File: src/rtl/hbridge_drive_guard_pkg.sv
`default_nettype none
// ============================================================================
//  Module   : hbridge_drive_guard_pkg
//  Brief    : Shared state codes, default timing constants and command
//             decode helpers for the H-bridge drive guard.
//  Revision : 1.0  initial release
// ============================================================================
package hbridge_drive_guard_pkg;

  // Per-side FSM state codes; these values are also the debug state outputs
  localparam logic [2:0] ST_IDLE    = 3'd0;
  localparam logic [2:0] ST_DRV_FWD = 3'd1;
  localparam logic [2:0] ST_DRV_BWD = 3'd2;
  localparam logic [2:0] ST_DEAD    = 3'd3;
  localparam logic [2:0] ST_FAULT   = 3'd4;

  // Default timing at 100 MHz: 1 ms dead time, 10 us overcurrent filter
  localparam int unsigned DEADTIME_CYC_DEF  = 100_000;
  localparam int unsigned OC_FILTER_CYC_DEF = 1_000;

  typedef enum logic [1:0] {
    CMD_COAST = 2'd0,
    CMD_FWD   = 2'd1,
    CMD_BWD   = 2'd2
  } cmd_t;

  // Conflicting or absent direction requests both mean coast
  function automatic cmd_t decode_cmd(input logic fwd, input logic bwd);
    cmd_t c;
    c = CMD_COAST;
    if (fwd && !bwd) begin
      c = CMD_FWD;
    end else if (bwd && !fwd) begin
      c = CMD_BWD;
    end
    return c;
  endfunction

  // State entered when a dead time completes under a given command
  function automatic logic [2:0] cmd_to_state(input cmd_t c);
    logic [2:0] s;
    s = ST_IDLE;
    if (c == CMD_FWD) begin
      s = ST_DRV_FWD;
    end else if (c == CMD_BWD) begin
      s = ST_DRV_BWD;
    end
    return s;
  endfunction

endpackage
`default_nettype wire

File: src/rtl/hbridge_side_ctrl.sv
`default_nettype none
// ============================================================================
//  Module   : hbridge_side_ctrl
//  Brief    : One bridge side: drive FSM, dead-time counter, overcurrent
//             filter and registered pin outputs.
//  Revision : 1.0  initial release
// ============================================================================
module hbridge_side_ctrl
  import hbridge_drive_guard_pkg::*;
#(
  parameter int unsigned DEADTIME_CYC  = DEADTIME_CYC_DEF,
  parameter int unsigned OC_FILTER_CYC = OC_FILTER_CYC_DEF
) (
  input  logic       clock,
  input  logic       reset,
  input  logic       fwd_in,
  input  logic       bwd_in,
  input  logic       pwm_in,
  input  logic       oc_sync,
  input  logic       clear_pulse,
  output logic       fwd_out,
  output logic       bwd_out,
  output logic       en_out,
  output logic       fault,
  output logic [2:0] state_code
);

  localparam int unsigned     DW        = $clog2(DEADTIME_CYC + 1);
  localparam int unsigned     FW        = $clog2(OC_FILTER_CYC + 1);
  localparam logic [DW-1:0]   DEAD_LAST = DW'(DEADTIME_CYC - 1);
  localparam logic [FW-1:0]   FILT_MAX  = FW'(OC_FILTER_CYC);

  logic [2:0]    state_q, state_d;
  logic [DW-1:0] dead_q, dead_d;
  logic [FW-1:0] filt_q, filt_d;
  logic          filt_hit;
  cmd_t          cmd;

  assign cmd = decode_cmd(fwd_in, bwd_in);

  // Overcurrent filter: count consecutive high samples, saturate, drop on low
  always_comb begin
    filt_d = '0;
    if (oc_sync) begin
      filt_d = (filt_q == FILT_MAX) ? filt_q : filt_q + 1'b1;
    end
    filt_hit = oc_sync && (filt_d == FILT_MAX);
  end

  // Next-state logic; a completed filter overrides every other transition
  always_comb begin
    state_d = state_q;
    dead_d  = dead_q;
    if (filt_hit) begin
      state_d = ST_FAULT;
      dead_d  = '0;
    end else begin
      case (state_q)
        ST_IDLE: begin
          if (cmd != CMD_COAST) begin
            state_d = cmd_to_state(cmd);
          end
        end
        ST_DRV_FWD: begin
          if (cmd != CMD_FWD) begin
            state_d = ST_DEAD;
            dead_d  = '0;
          end
        end
        ST_DRV_BWD: begin
          if (cmd != CMD_BWD) begin
            state_d = ST_DEAD;
            dead_d  = '0;
          end
        end
        ST_DEAD: begin
          // Command changes here never restart the count
          if (dead_q == DEAD_LAST) begin
            state_d = cmd_to_state(cmd);
            dead_d  = '0;
          end else begin
            dead_d = dead_q + 1'b1;
          end
        end
        ST_FAULT: begin
          // A clear seen while overcurrent persists is dropped, not held
          if (clear_pulse && !oc_sync) begin
            state_d = ST_DEAD;
            dead_d  = '0;
          end
        end
        default: begin
          state_d = ST_DEAD;
          dead_d  = '0;
        end
      endcase
    end
  end

  // State, dead counter and filter counter registers
  always_ff @(posedge clock or posedge reset) begin
    if (reset) begin
      state_q <= ST_DEAD;
      dead_q  <= '0;
      filt_q  <= '0;
    end else begin
      state_q <= state_d;
      dead_q  <= dead_d;
      filt_q  <= filt_d;
    end
  end

  // Registered pins derived from a single state value, so fwd and bwd are exclusive
  always_ff @(posedge clock or posedge reset) begin
    if (reset) begin
      fwd_out    <= 1'b0;
      bwd_out    <= 1'b0;
      en_out     <= 1'b0;
      fault      <= 1'b0;
      state_code <= 3'd0;
    end else begin
      fwd_out    <= (state_q == ST_DRV_FWD);
      bwd_out    <= (state_q == ST_DRV_BWD);
      en_out     <= ((state_q == ST_DRV_FWD) || (state_q == ST_DRV_BWD)) && pwm_in;
      fault      <= (state_q == ST_FAULT);
      state_code <= state_q;
    end
  end

endmodule
`default_nettype wire

File: src/rtl/hbridge_drive_guard.sv
`default_nettype none
// ============================================================================
//  Module   : hbridge_drive_guard
//  Brief    : H-bridge output guard: synchronizes sense/clear pins and runs
//             an independent dead-time / fault controller per side.
//  Revision : 1.0  initial release
// ============================================================================
module hbridge_drive_guard
  import hbridge_drive_guard_pkg::*;
#(
  parameter int unsigned DEADTIME_CYC  = DEADTIME_CYC_DEF,
  parameter int unsigned OC_FILTER_CYC = OC_FILTER_CYC_DEF
) (
  input  logic       clock,
  input  logic       reset,
  input  logic       fwd_left_in,
  input  logic       bwd_left_in,
  input  logic       fwd_right_in,
  input  logic       bwd_right_in,
  input  logic       pwm_left_in,
  input  logic       pwm_right_in,
  input  logic       oc_left,
  input  logic       oc_right,
  input  logic       oc_clear,
  output logic       fwd_left_out,
  output logic       bwd_left_out,
  output logic       fwd_right_out,
  output logic       bwd_right_out,
  output logic       en_left_out,
  output logic       en_right_out,
  output logic       fault_left,
  output logic       fault_right,
  output logic [2:0] state_left,
  output logic [2:0] state_right
);

  logic oc_left_meta, oc_left_sync;
  logic oc_right_meta, oc_right_sync;
  logic clr_meta, clr_sync, clr_prev;
  logic clear_pulse;

  // Two-flop synchronizers for the asynchronous pins, plus clear edge history
  always_ff @(posedge clock or posedge reset) begin
    if (reset) begin
      oc_left_meta  <= 1'b0;
      oc_left_sync  <= 1'b0;
      oc_right_meta <= 1'b0;
      oc_right_sync <= 1'b0;
      clr_meta      <= 1'b0;
      clr_sync      <= 1'b0;
      clr_prev      <= 1'b0;
    end else begin
      oc_left_meta  <= oc_left;
      oc_left_sync  <= oc_left_meta;
      oc_right_meta <= oc_right;
      oc_right_sync <= oc_right_meta;
      clr_meta      <= oc_clear;
      clr_sync      <= clr_meta;
      clr_prev      <= clr_sync;
    end
  end

  // One clear press yields a single-cycle pulse shared by both sides
  assign clear_pulse = clr_sync && !clr_prev;

  hbridge_side_ctrl #(
    .DEADTIME_CYC  (DEADTIME_CYC),
    .OC_FILTER_CYC (OC_FILTER_CYC)
  ) u_left (
    .clock       (clock),
    .reset       (reset),
    .fwd_in      (fwd_left_in),
    .bwd_in      (bwd_left_in),
    .pwm_in      (pwm_left_in),
    .oc_sync     (oc_left_sync),
    .clear_pulse (clear_pulse),
    .fwd_out     (fwd_left_out),
    .bwd_out     (bwd_left_out),
    .en_out      (en_left_out),
    .fault       (fault_left),
    .state_code  (state_left)
  );

  hbridge_side_ctrl #(
    .DEADTIME_CYC  (DEADTIME_CYC),
    .OC_FILTER_CYC (OC_FILTER_CYC)
  ) u_right (
    .clock       (clock),
    .reset       (reset),
    .fwd_in      (fwd_right_in),
    .bwd_in      (bwd_right_in),
    .pwm_in      (pwm_right_in),
    .oc_sync     (oc_right_sync),
    .clear_pulse (clear_pulse),
    .fwd_out     (fwd_right_out),
    .bwd_out     (bwd_right_out),
    .en_out      (en_right_out),
    .fault       (fault_right),
    .state_code  (state_right)
  );

endmodule
`default_nettype wire
File: config.mk
export PLATFORM = sky130hd
export DESIGN_NAME = hbridge_drive_guard
export DESIGN_NICKNAME = d
export VERILOG_FILES = /design/src/rtl/hbridge_drive_guard_pkg.sv /design/src/rtl/hbridge_side_ctrl.sv /design/src/rtl/hbridge_drive_guard.sv
export SDC_FILE = /design/constraint.sdc
export NUM_CORES = 1
export LEC_CHECK = 0
export CAP_MARGIN = 20
export CELL_PAD_IN_SITES_DETAIL_PLACEMENT = 1
export CELL_PAD_IN_SITES_GLOBAL_PLACEMENT = 1
export CORE_UTILIZATION = 47
export CTS_CLUSTER_DIAMETER = 40
export DETAILED_ROUTE_END_ITERATION = 7
export PLACE_DENSITY_LB_ADDON = 0.05
export SETUP_SLACK_MARGIN = 0.4
export SLEW_MARGIN = 20
export SYNTH_ARGS = -nofsm -noshare
export SYNTH_HDL_FRONTEND = slang
export SYNTH_SLANG_ARGS = --single-unit
File: constraint.sdc
create_clock -name clock -period 2.75 [get_ports clock]
set_clock_uncertainty 0.2 [all_clocks]
set_input_delay 0.275 -clock clock [delete_from_list [all_inputs] [get_ports clock]]
set_output_delay 0.275 -clock clock [all_outputs]
set_load 0.02 [all_outputs]
==> results.json <==
{
  "status": "completed",
  "fin_nets": 516,
  "setup_ws_ps": 232,
  "pwr-share-comb": 0.353,
  "antenna_left": 0,
  "n_antenna_cell": 0,
  "p_leak_uw": 0.00234,
  "cts-buffers-inserted": 9,
  "yosysSeqAreaShare": 0.474,
  "worstHoldPathType": "input pin to async pin",
  "power_frac_seq": 0.430,
  "cts_tree": "done",
  "wl_per_cell_um": 18.8,
  "synthArstFlopShare": 1.00,
  "ctsHtreeMaxLevel": 3,
  "holdBufCountCts": 0,
  "cp-startpoint": "u_left.filt_q[0]",
  "drc": 0,
  "die_w_um": 97.5,
  "drtIter0Drc": 83,
  "cpMostUsedCell": "buf_6",
  "peakVddDrop_v": 0.000501,
  "place_ws_ps": 162,
  "p_per_area_nw_per_um2": 750,
  "hold_viol": 0,
  "avgSynthCellArea_sq_um": 9.77,
  "grtUsageTotal": 0.248,
  "initial_core_util": 0.489,
  "dr.pass1.iters": 4,
  "register_area_sq_um": 2040,
  "root_buffer": "clkbuf_8",
  "finalCriticalPeriod_ps": 2520,
  "p_sw_uw": 1590,
  "cts.sink_count": 81,
  "worst-r2r-setup-slack_ps": 230,
  "wirelength_um": 11400,
  "gp_congestion": 0.768,
  "multi_input_area_sq_um": 2350,
  "cp_cell_sequence": "inv_2, ha_4, and4bb_1, nand4_4, and3_4, or4_4, nor4_4, buf_6, buf_6, buf_6, a21oi_1",
  "drive_gt1_frac": 0.235,
  "synth_area_sq_um": 4290,
  "grt.overflow.total": 0,
  "slowest_stage": "or4_4",
  "ys_warn_count": 0,
  "cp_num_buf_inv": 4,
  "path_max_fanout": 5,
  "numPortBuffers": 24,
  "via_per_inst": 6.05,
  "slew_headroom": 0.692,
  "fin_setup_tns_ps": 0,
  "clock_latency_ps": 360,
  "fin_util": 0.613,
  "cp.required_ps": 2810,
  "power.clock.fraction": 0.218,
  "cts_buffer_depth": 2,
  "drv_cap": 0,
  "critPathMaxStageDelay_ps": 480,
  "area_growth_pct": 25.3,
  "netlist_instances": 439,
  "worst_r2r_startpoint": "u_left.filt_q[0]",
  "tightestPinTransition_ps": 462,
  "core_region_area_sq_um": 8760,
  "synth_edf_count": 0,
  "grt_pass1_wl_um": 18900,
  "maxSlewViolCount": 0,
  "period_share": 0.916,
  "setup_viol": 0,
  "via_count": 3664,
  "crit_family": "simple AND/OR/NAND/NOR gates",
  "rows": 34,
  "netSwitchingFraction": 0.394,
  "total_power_uw": 4030,
  "syn_nets": 462,
  "ys_types": 58,
  "die_area_sq_um": 9510,
  "ys.flop_type": "dfrtp_1",
  "antenna_found_initial": 0,
  "grt_pass1_vias": 3784,
  "num-fill-cells": 960,
  "ys_ff_latch": 81,
  "dp_hpwl_um": 7010,
  "clk_pin_slew_worst_paths_ps": 110,
  "fp.dieH_um": 97.5,
  "critPathKind": "flip-flop to flip-flop",
  "io_pins": 25,
  "p_int_uw": 2440,
  "worst_setup_path_end_kind": "flip-flop",
  "fmax_mhz": 397,
  "cp.arrival_ps": 2570,
  "cp-start-kind": "flip-flop",
  "rsz0062_at_grt": "true",
  "grt_max_degree": 47
}
[final timing paths]
check | endpoint | depth (start not counted)
min reg2reg | oc_right_sync | 0
min in group clock | clr_meta | 1
max reg2reg | u_left.dead_q[10] | 11
max | u_left.dead_q[10] | 11
min | u_left.dead_q[3] | 3
max in group asynchronous | u_left.filt_q[0] | 3
[cells by family after synthesis]
logic type | count (synthesis) | synth area share
muxes | 4 | 0.00963
DFF | 81 | 0.474
AOI/OAI and AO/OA | 102 | 0.163
adders and majority gates | 12 | 0.0350
and+or+nand+nor | 182 | 0.244
xor gates and xnor gates | 17 | 0.0347
buffers and inverters | 41 | 0.0403
[power by group through the flow]
stage / logic (uW) / registers, uW / clock network, uW
after global placement: 1220 / 1730 / 0
after CTS: 1350 / 1720 / 902
after global routing: 1570 / 1770 / 940
after detailed placement: 1280 / 1740 / 0
final: 1420 / 1730 / 876
after floorplan: 820 / 1720 / 0
[tightest hold or removal path, stage by stage]
cell             delay [ps]
clkdlybuf4s50_1         440
clkinvlp_4              110
buf_12                  250
[placed cells by master, fill, tap and decap left out, drive strengths merged, types with 6 or more instances in the layout]
master,n
dfrtp,77
nor2,35
nor4,8
a31oi,8
nor3b,6
nand2b,8
clkdlybuf4s50,24
and3,9
xor2,10
inv,25
a41oi,7
clkbuf,9
ha,12
xnor2,7
a311oi,14
o21ai,17
nand2,31
buf,38
and2,8
a21oi,28
nand4,9
nand3,18
nor3,20
nor2b,6
[cells in the mapped netlist (3+ instances only)]
cell type / instances / area share
dfrtp_1: 77 / 0.45
nor2_1: 35 / 0.031
nand2_1: 31 / 0.027
a21oi_1: 28 / 0.033
inv_1: 19 / 0.017
nor3_1: 19 / 0.022
nand3_1: 18 / 0.021
o21ai_0: 17 / 0.020
a311oi_1: 14 / 0.029
clkbuf_1: 14 / 0.012
ha_1: 12 / 0.035
xor2_1: 10 / 0.020
and2_1: 8 / 0.012
and3_1: 8 / 0.012
nand2b_1: 8 / 0.012
nand4_1: 8 / 0.012
a31oi_1: 7 / 0.010
a41oi_1: 7 / 0.014
xnor2_1: 7 / 0.014
buf_2: 6 / 0.0070
nor2b_1: 6 / 0.0088
nor3b_1: 6 / 0.011
a211oi_1: 5 / 0.0088
and4_1: 5 / 0.010
nor4_1: 5 / 0.0073
o211a_1: 5 / 0.012
dfstp_2: 4 / 0.025
o21a_1: 4 / 0.0070
or3_1: 4 / 0.0058
mux2i_1: 3 / 0.0070
nand3b_1: 3 / 0.0053
[state kept, by name, summed over array words and instances (netlist names), 3 cells and up]
register / count
u_left.state_code: 3
u_left.state_q: 3
u_right.dead_q: 17
u_right.filt_q: 10
u_right.state_q: 3
u_left.dead_q: 17
u_left.filt_q: 10
u_right.state_code: 3
[area by class of cell]
| type | count | area share |
|---|---|---|
| well taps | 108 | 0.0252 |
| inverters | 19 | 0.0140 |
| multi-input cells | 320 | 0.438 |
| clock inverters | 7 | 0.0123 |
| clock buffers | 9 | 0.0231 |
| flip-flops and latches | 81 | 0.379 |
| repair buffers | 62 | 0.108 |
[metal layers]
metal  vias to the layer above  track usage  routed length, um
met1                      1859        0.320               5180
li1                       1732            -                  -
met5                         -            0                  0
met2                        55        0.430               5810
met4                         0       0.0679                204
met3                        18       0.0396                221
[what timing repair did]
item,CTS,global route
gates resized for setup,34,25
gates cloned,5,0
buffers inserted,14,3
endpoints found under the setup margin,40,40
pin swaps,8,8
[metrics by stage]
step / instances / area [sq um] / hold WS [ps]
finish: 606 / 5370 / 114
global route: 606 / 5370 / 127
CTS: 603 / 5240 / 115
detailed placement: 568 / 4730 / 140
global placement: 568 / 4730 / 134
floorplan: 439 / 4290 / 106
No activity file was read; power rests on OpenSTA's default activity.
